**config.mk**
```make
export PLATFORM = sky130hd
export DESIGN_NAME = cfg_chain_loader_flat
export DESIGN_NICKNAME = d
export VERILOG_FILES = /design/src/rtl/cfg_chain_loader_if.sv /design/src/rtl/cfg_chain_loader.sv /design/src/flat_wrapper.sv
export SDC_FILE = /design/constraint.sdc
export NUM_CORES = 1
export LEC_CHECK = 0
export ABC_AREA = 1
export ABC_CLOCK_PERIOD_IN_PS = 1400
export CAP_MARGIN = 20
export CORE_MARGIN = 2
export CORE_UTILIZATION = 45
export DETAILED_ROUTE_END_ITERATION = 8
export MAX_ROUTING_LAYER = met4
export PLACE_DENSITY_LB_ADDON = 0.05
export SETUP_SLACK_MARGIN = 0.1
export SYNTH_ARGS = -nofsm -noshare
export SYNTH_HDL_FRONTEND = slang
export SYNTH_SLANG_ARGS = --single-unit
export TNS_END_PERCENT = 30
```
**constraint.sdc**
```tcl
create_clock -name i_prog_clk -period 1.4 [get_ports i_prog_clk]
set_input_delay 0.35 -clock i_prog_clk [delete_from_list [all_inputs] [get_ports i_prog_clk]]
set_output_delay 0.35 -clock i_prog_clk [all_outputs]
set_load 0.005 [all_outputs]
```
**src/rtl/cfg_chain_loader_if.sv**
```systemverilog
// Host-side bus of the configuration chain loader: load control, bitstream
// write channel, readback channel and status.
interface cfg_chain_loader_if #(
    parameter int unsigned WORD_W = 4
) ();
    logic              start;
    logic              abort;
    logic [WORD_W-1:0] wr_data;
    logic              wr_valid;
    logic              wr_ready;
    logic [WORD_W-1:0] rd_data;
    logic              rd_valid;
    logic              rd_ready;
    logic              busy;
    logic              done;

    modport master (
        output start, abort, wr_data, wr_valid, rd_ready,
        input  wr_ready, rd_data, rd_valid, busy, done
    );

    modport slave (
        input  start, abort, wr_data, wr_valid, rd_ready,
        output wr_ready, rd_data, rd_valid, busy, done
    );
endinterface

```
**src/rtl/cfg_chain_loader.sv**
```systemverilog
// Buffers a host bitstream, shifts it into the prog_in/prog_out chain under prog_en,
// commits on prog_en fall and returns the chain's previous contents for readback.
module cfg_chain_loader #(
    parameter int unsigned CHAIN_LEN = 9,
    parameter int unsigned WORD_W    = 4
) (
    input  logic              i_prog_clk,
    input  logic              i_prog_rst_n,
    cfg_chain_loader_if.slave host,
    output logic              o_prog_in,
    output logic              o_prog_en,
    input  logic              i_chain_tail
);
    localparam int unsigned NWORDS = (CHAIN_LEN + WORD_W - 1) / WORD_W;
    localparam int unsigned CNT_W  = (NWORDS > 1) ? $clog2(NWORDS) : 1;
    localparam int unsigned BIT_W  = (CHAIN_LEN > 1) ? $clog2(CHAIN_LEN) : 1;
    localparam logic [CNT_W-1:0] LAST_WORD = CNT_W'(NWORDS - 1);
    localparam logic [BIT_W-1:0] LAST_BIT  = BIT_W'(CHAIN_LEN - 1);

    typedef enum logic [2:0] {
        StIdle,
        StFill,
        StShift,
        StCommit,
        StDrain
    } state_e;

    state_e               r_state;
    logic [CNT_W-1:0]     r_cnt;
    logic [BIT_W-1:0]     r_bit_cnt;
    logic [CHAIN_LEN-1:0] r_buf;
    logic                 r_wr_ready;
    logic                 r_prog_in;
    logic                 r_prog_en;
    logic                 r_rd_valid;
    logic [WORD_W-1:0]    r_rd_data;
    logic                 r_busy;
    logic                 r_done;

    logic [CHAIN_LEN-1:0]           w_buf_wr;
    logic [NWORDS-1:0][WORD_W-1:0]  w_words;
    logic [CNT_W-1:0]               w_cnt_nxt;

    assign w_cnt_nxt = r_cnt + 1'b1;

    // Image with the incoming word merged in at slot r_cnt; pad bits are simply dropped.
    for (genvar i = 0; i < CHAIN_LEN; i++) begin : g_wr
        assign w_buf_wr[i] = (r_cnt == CNT_W'(i / WORD_W)) ? host.wr_data[i % WORD_W] : r_buf[i];
    end

    for (genvar k = 0; k < NWORDS; k++) begin : g_word
        for (genvar j = 0; j < WORD_W; j++) begin : g_bit
            if (k * WORD_W + j < CHAIN_LEN) begin : g_real
                assign w_words[k][j] = r_buf[k * WORD_W + j];
            end else begin : g_pad
                assign w_words[k][j] = 1'b0;
            end
        end
    end

    always_ff @(posedge i_prog_clk or negedge i_prog_rst_n) begin
        if (!i_prog_rst_n) begin
            r_state    <= StIdle;
            r_cnt      <= '0;
            r_bit_cnt  <= '0;
            r_buf      <= '0;
            r_wr_ready <= 1'b0;
            r_prog_in  <= 1'b0;
            r_prog_en  <= 1'b0;
            r_rd_valid <= 1'b0;
            r_rd_data  <= '0;
            r_busy     <= 1'b0;
            r_done     <= 1'b0;
        end else begin
            r_done <= 1'b0;
            case (r_state)
                StIdle: begin
                    if (host.start) begin
                        r_state    <= StFill;
                        r_cnt      <= '0;
                        r_wr_ready <= 1'b1;
                        r_busy     <= 1'b1;
                    end
                end
                StFill: begin
                    if (host.abort) begin
                        r_state    <= StIdle;
                        r_wr_ready <= 1'b0;
                        r_busy     <= 1'b0;
                    end else if (host.wr_valid) begin
                        r_buf <= w_buf_wr;
                        if (r_cnt == LAST_WORD) begin
                            r_wr_ready <= 1'b0;
                            r_bit_cnt  <= '0;
                            r_state    <= StShift;
                        end else begin
                            r_cnt <= w_cnt_nxt;
                        end
                    end
                end
                StShift: begin
                    // Buffer advances only on edges where the chain also shifts, so the
                    // captured tail bit stays aligned with the bit pushed into prog_in.
                    if (!r_prog_en) begin
                        r_prog_en <= 1'b1;
                        r_prog_in <= r_buf[CHAIN_LEN-1];
                    end else begin
                        r_buf     <= {r_buf[CHAIN_LEN-2:0], i_chain_tail};
                        r_prog_in <= r_buf[CHAIN_LEN-2];
                        if (r_bit_cnt == LAST_BIT) begin
                            r_prog_en <= 1'b0;
                            r_prog_in <= 1'b0;
                            r_done    <= 1'b1;
                            r_state   <= StCommit;
                        end else begin
                            r_bit_cnt <= r_bit_cnt + 1'b1;
                        end
                    end
                end
                StCommit: begin
                    r_state    <= StDrain;
                    r_cnt      <= '0;
                    r_rd_valid <= 1'b1;
                    r_rd_data  <= w_words[0];
                end
                StDrain: begin
                    if (host.rd_ready) begin
                        if (r_cnt == LAST_WORD) begin
                            r_rd_valid <= 1'b0;
                            r_rd_data  <= '0;
                            r_busy     <= 1'b0;
                            r_state    <= StIdle;
                        end else begin
                            r_cnt     <= w_cnt_nxt;
                            r_rd_data <= w_words[w_cnt_nxt];
                        end
                    end
                end
                default: begin
                    r_state    <= StIdle;
                    r_wr_ready <= 1'b0;
                    r_prog_en  <= 1'b0;
                    r_rd_valid <= 1'b0;
                    r_busy     <= 1'b0;
                end
            endcase
        end
    end

    assign host.wr_ready = r_wr_ready;
    assign host.rd_data  = r_rd_data;
    assign host.rd_valid = r_rd_valid;
    assign host.busy     = r_busy;
    assign host.done     = r_done;
    assign o_prog_in     = r_prog_in;
    assign o_prog_en     = r_prog_en;
endmodule

```
**src/flat_wrapper.sv**
```systemverilog
// flat-port wrapper written by rule: the top's interface ports become plain ports
module cfg_chain_loader_flat 
#(
    parameter int unsigned CHAIN_LEN = 9,
    parameter int unsigned WORD_W    = 4
)
  (i_prog_clk, i_prog_rst_n, o_prog_in, o_prog_en, i_chain_tail, host_start, host_abort, host_wr_data, host_wr_valid, host_rd_ready, host_wr_ready, host_rd_data, host_rd_valid, host_busy, host_done);
  cfg_chain_loader_if #(.WORD_W(WORD_W)) host_i ();
  input  logic i_prog_clk;
  input  logic i_prog_rst_n;
  output logic o_prog_in;
  output logic o_prog_en;
  input  logic i_chain_tail;
  input wire logic [$bits(host_i.start)-1:0] host_start;
  input wire logic [$bits(host_i.abort)-1:0] host_abort;
  input wire logic [$bits(host_i.wr_data)-1:0] host_wr_data;
  input wire logic [$bits(host_i.wr_valid)-1:0] host_wr_valid;
  input wire logic [$bits(host_i.rd_ready)-1:0] host_rd_ready;
  output wire logic [$bits(host_i.wr_ready)-1:0] host_wr_ready;
  output wire logic [$bits(host_i.rd_data)-1:0] host_rd_data;
  output wire logic [$bits(host_i.rd_valid)-1:0] host_rd_valid;
  output wire logic [$bits(host_i.busy)-1:0] host_busy;
  output wire logic [$bits(host_i.done)-1:0] host_done;
  assign host_i.start = host_start;
  assign host_i.abort = host_abort;
  assign host_i.wr_data = host_wr_data;
  assign host_i.wr_valid = host_wr_valid;
  assign host_i.rd_ready = host_rd_ready;
  assign host_wr_ready = host_i.wr_ready;
  assign host_rd_data = host_i.rd_data;
  assign host_rd_valid = host_i.rd_valid;
  assign host_busy = host_i.busy;
  assign host_done = host_i.done;
  cfg_chain_loader #(.CHAIN_LEN(CHAIN_LEN), .WORD_W(WORD_W)) u_core (.i_prog_clk(i_prog_clk), .i_prog_rst_n(i_prog_rst_n), .host(host_i), .o_prog_in(o_prog_in), .o_prog_en(o_prog_en), .i_chain_tail(i_chain_tail));
endmodule
```
==> run summary <==
Syn Area/Cell -> 7.21 µm²
Number of global-route vias before repair -> 1,643
Post-route minimum period -> 1430 ps
DP Wirelength -> 3050 µm
Hold Crit Class -> input pin to asynchronous set/reset pin
Boundary pin count -> 21
Fin Setup TNS -> -117 ps
Number of diodes -> 0
Metal-1 WL -> 2110 µm
Setup crit start kind -> flip-flop
Final WL -> 4530 µm
Mapped Cells -> 245
Status -> complete, but fails checks
WP data required -> 1620 ps
Cts bufs inserted -> 3
Fillers -> 312
# setup viols final -> 7
Arr. time, crit path -> 1650 ps
Ys Warns -> 0
Register area share after synthesis -> 39.7%
Crit path from -> u_core.r_state[2]
Mapped cell area -> 1770 µm²
Slew HR -> 85.3%
Die area -> 4440 µm²
Max-cap violations -> 0
Die Span X -> 66.6 µm
Max Slew Vio Count -> 0
Synth Net Count -> 261
CP Class -> flip-flop to flip-flop
Uppermost layer routed -> met4
GP Congestion -> 0.846
Routed wire per std cell -> 13.0 µm
Pin count of the biggest net entering global routing -> 29
Initial Util -> 47.5%
Core footprint -> 3720 µm²
CTS tree -> built
Placement Rows -> 22
Die Span Y -> 66.6 µm
Met2 wire length -> 2220 µm
Fin worst setup slack -> -31.0 ps
Gr usage total -> 21.7%
Pwr dens -> 2310 nW/µm²
Final hold viol count -> 0
Root buffer cell -> clkbuf_8
Worst R2R Path Depth -> 8
Crit-path max FO -> 7
Area grow syn2layout -> 44.9%
RR Startpoint -> u_core.r_state[2]
Lkg Pwr -> 1.31 nW
Antenna-violating nets left -> 0
Total power -> 5.90 mW
Most frequent cells in the layout -> nand2_1, buf_4, inv_1
Setup crit end kind -> flip-flop
Nets -> 318
Placed cells -> 337
Unrepaired setup endpoints after global routing -> true
#FFs+latches synth -> 28
CTS max path bufs -> 2
H-tree levels -> 1
WL met3 -> 132 µm
Worst skew pair latency -> 280 ps
DRT Pass-1 Iters -> 4
Clk_skew -> 5.14 ps
Clk sink count -> 28
Cts-stage hold buffer count -> 0
Via density -> 4.96
Failing checks -> setup timing
Fmax achieved -> 699 MHz
Initial antenna violation count -> 0
Drt first-iter violations -> 81
PortBufs -> 20
Worst slew pin tran -> 218 ps
Non-filler cells, final -> 349
First-pass GRT wire length -> 7230 µm
Peak VDD IR -> 0.00143 V
Period utilization -> 102%
Via count -> 1,731
Share of cells above drive strength 1 -> 32.9%
Most common cell after layout, fill and taps aside -> nand2_1
Count of cell types in the netlist -> 20
GRT overflow -> 0
# DRC -> 0
Clk slew on worst S/H paths -> 100 ps
==> critical path: stages, from the launching register on <==
cell and delay, ps:
dfrtp_2 490, nor2_4 160, nand2_4 90, nand2_4 100
nand2_4 60, nor2_4 170, buf_12 150, nand3_2 80
nand2_2 80
==> layer usage <==
layer / vias to the layer above / track usage [%]
met2: 23 / 36.1
met3: 6 / 3.55
met5: - / -
met4: 0 / 4.85
met1: 810 / 28.0
li1: 892 / -
==> flip-flops by register name, summed over array words and instances, names as in the netlist <==
register	cells
u_core.host.wr_ready	1
u_core.r_state	3
u_core.r_buf	9
u_core.host.busy	1
u_core.host.rd_data	4
u_core.o_prog_in	1
u_core.host.rd_valid	1
u_core.host.done	1
u_core.o_prog_en	1
u_core.r_cnt	2
u_core.r_bit_cnt	4
==> worst paths after layout <==
path / end / slack, ps
worst min-delay path: u_core.r_cnt[1] / 430
worst min register to register: u_core.host.wr_ready / 480
worst max register to register: u_core.r_buf[4] / -30
max in group asynchronous: u_core.r_state[1] / 800
worst max-delay path: u_core.r_buf[4] / -30
min in group i_prog_clk: u_core.host.wr_ready / 480
==> where the power goes <==
part           internal, mW  leakage (nW)  switching, mW  total [mW]
Sequential             1.16         0.352          0.277        1.43
Clock                 0.383        0.0357          0.261       0.644
Combinational          1.70         0.924           2.13        3.82
==> final cells by class <==
cell class                 instances  area, µm²  share of cell area, %
multi-input combinational        175       1050                   40.9
sequential                        28        704                   27.5
timing repair buffer              57        534                   20.9
inverter                          37        141                   5.53
tap                               48       60.1                   2.35
clock buffer                       3       41.3                   1.61
clock inverter                     1       30.0                   1.17
==> logic make-up (layout without fill, tap and decap cells) <==
family	count (synthesis)	count (layout)	synth area share (%)
xor gates and xnor gates	1	1	0.496
buffers and inverters	42	98	10.6
DFF	28	28	39.7
AOI/OAI and AO/OA	28	28	8.50
and+or+nand+nor	141	141	37.1
adders and majority gates	5	5	3.54
==> cell usage after synthesis (all sizes together) <==
| cell type | n | area, µm² |
|---|---|---|
| a21oi | 6 | 30.0 |
| buf | 4 | 45.0 |
| clkbuf | 1 | 3.75 |
| dfrtp | 28 | 701 |
| ha | 5 | 62.6 |
| inv | 37 | 139 |
| nand2 | 77 | 299 |
| nand3 | 34 | 203 |
| nand3b | 1 | 7.51 |
| nand4 | 6 | 37.5 |
| nor2 | 23 | 109 |
| o21ai | 18 | 90.1 |
| o21bai | 4 | 30.0 |
| xnor2 | 1 | 8.76 |
==> per-stage QoR <==
| step | utilization (%) | cell area [µm²] | setup slack, ps | hold slack [ps] |
|---|---|---|---|---|
| finish | 68.8 | 2560 | -31.0 | 428 |
| global route | 68.8 | 2560 | -99.0 | 433 |
| CTS | 62.6 | 2330 | 14.4 | 428 |
| detailed placement | 59.7 | 2220 | -176 | 460 |
| global placement | 59.7 | 2220 | -157 | 456 |
| floorplan | - | 1770 | 110 | 54.4 |
==> what timing repair did <==
action,in CTS,in global routing
buffers inserted,2,5
gates resized for setup,25,49
cloned,0,1
pin swaps,2,28
setup endpoints to repair,34,33
No activity file was read; power rests on OpenSTA's default activity.
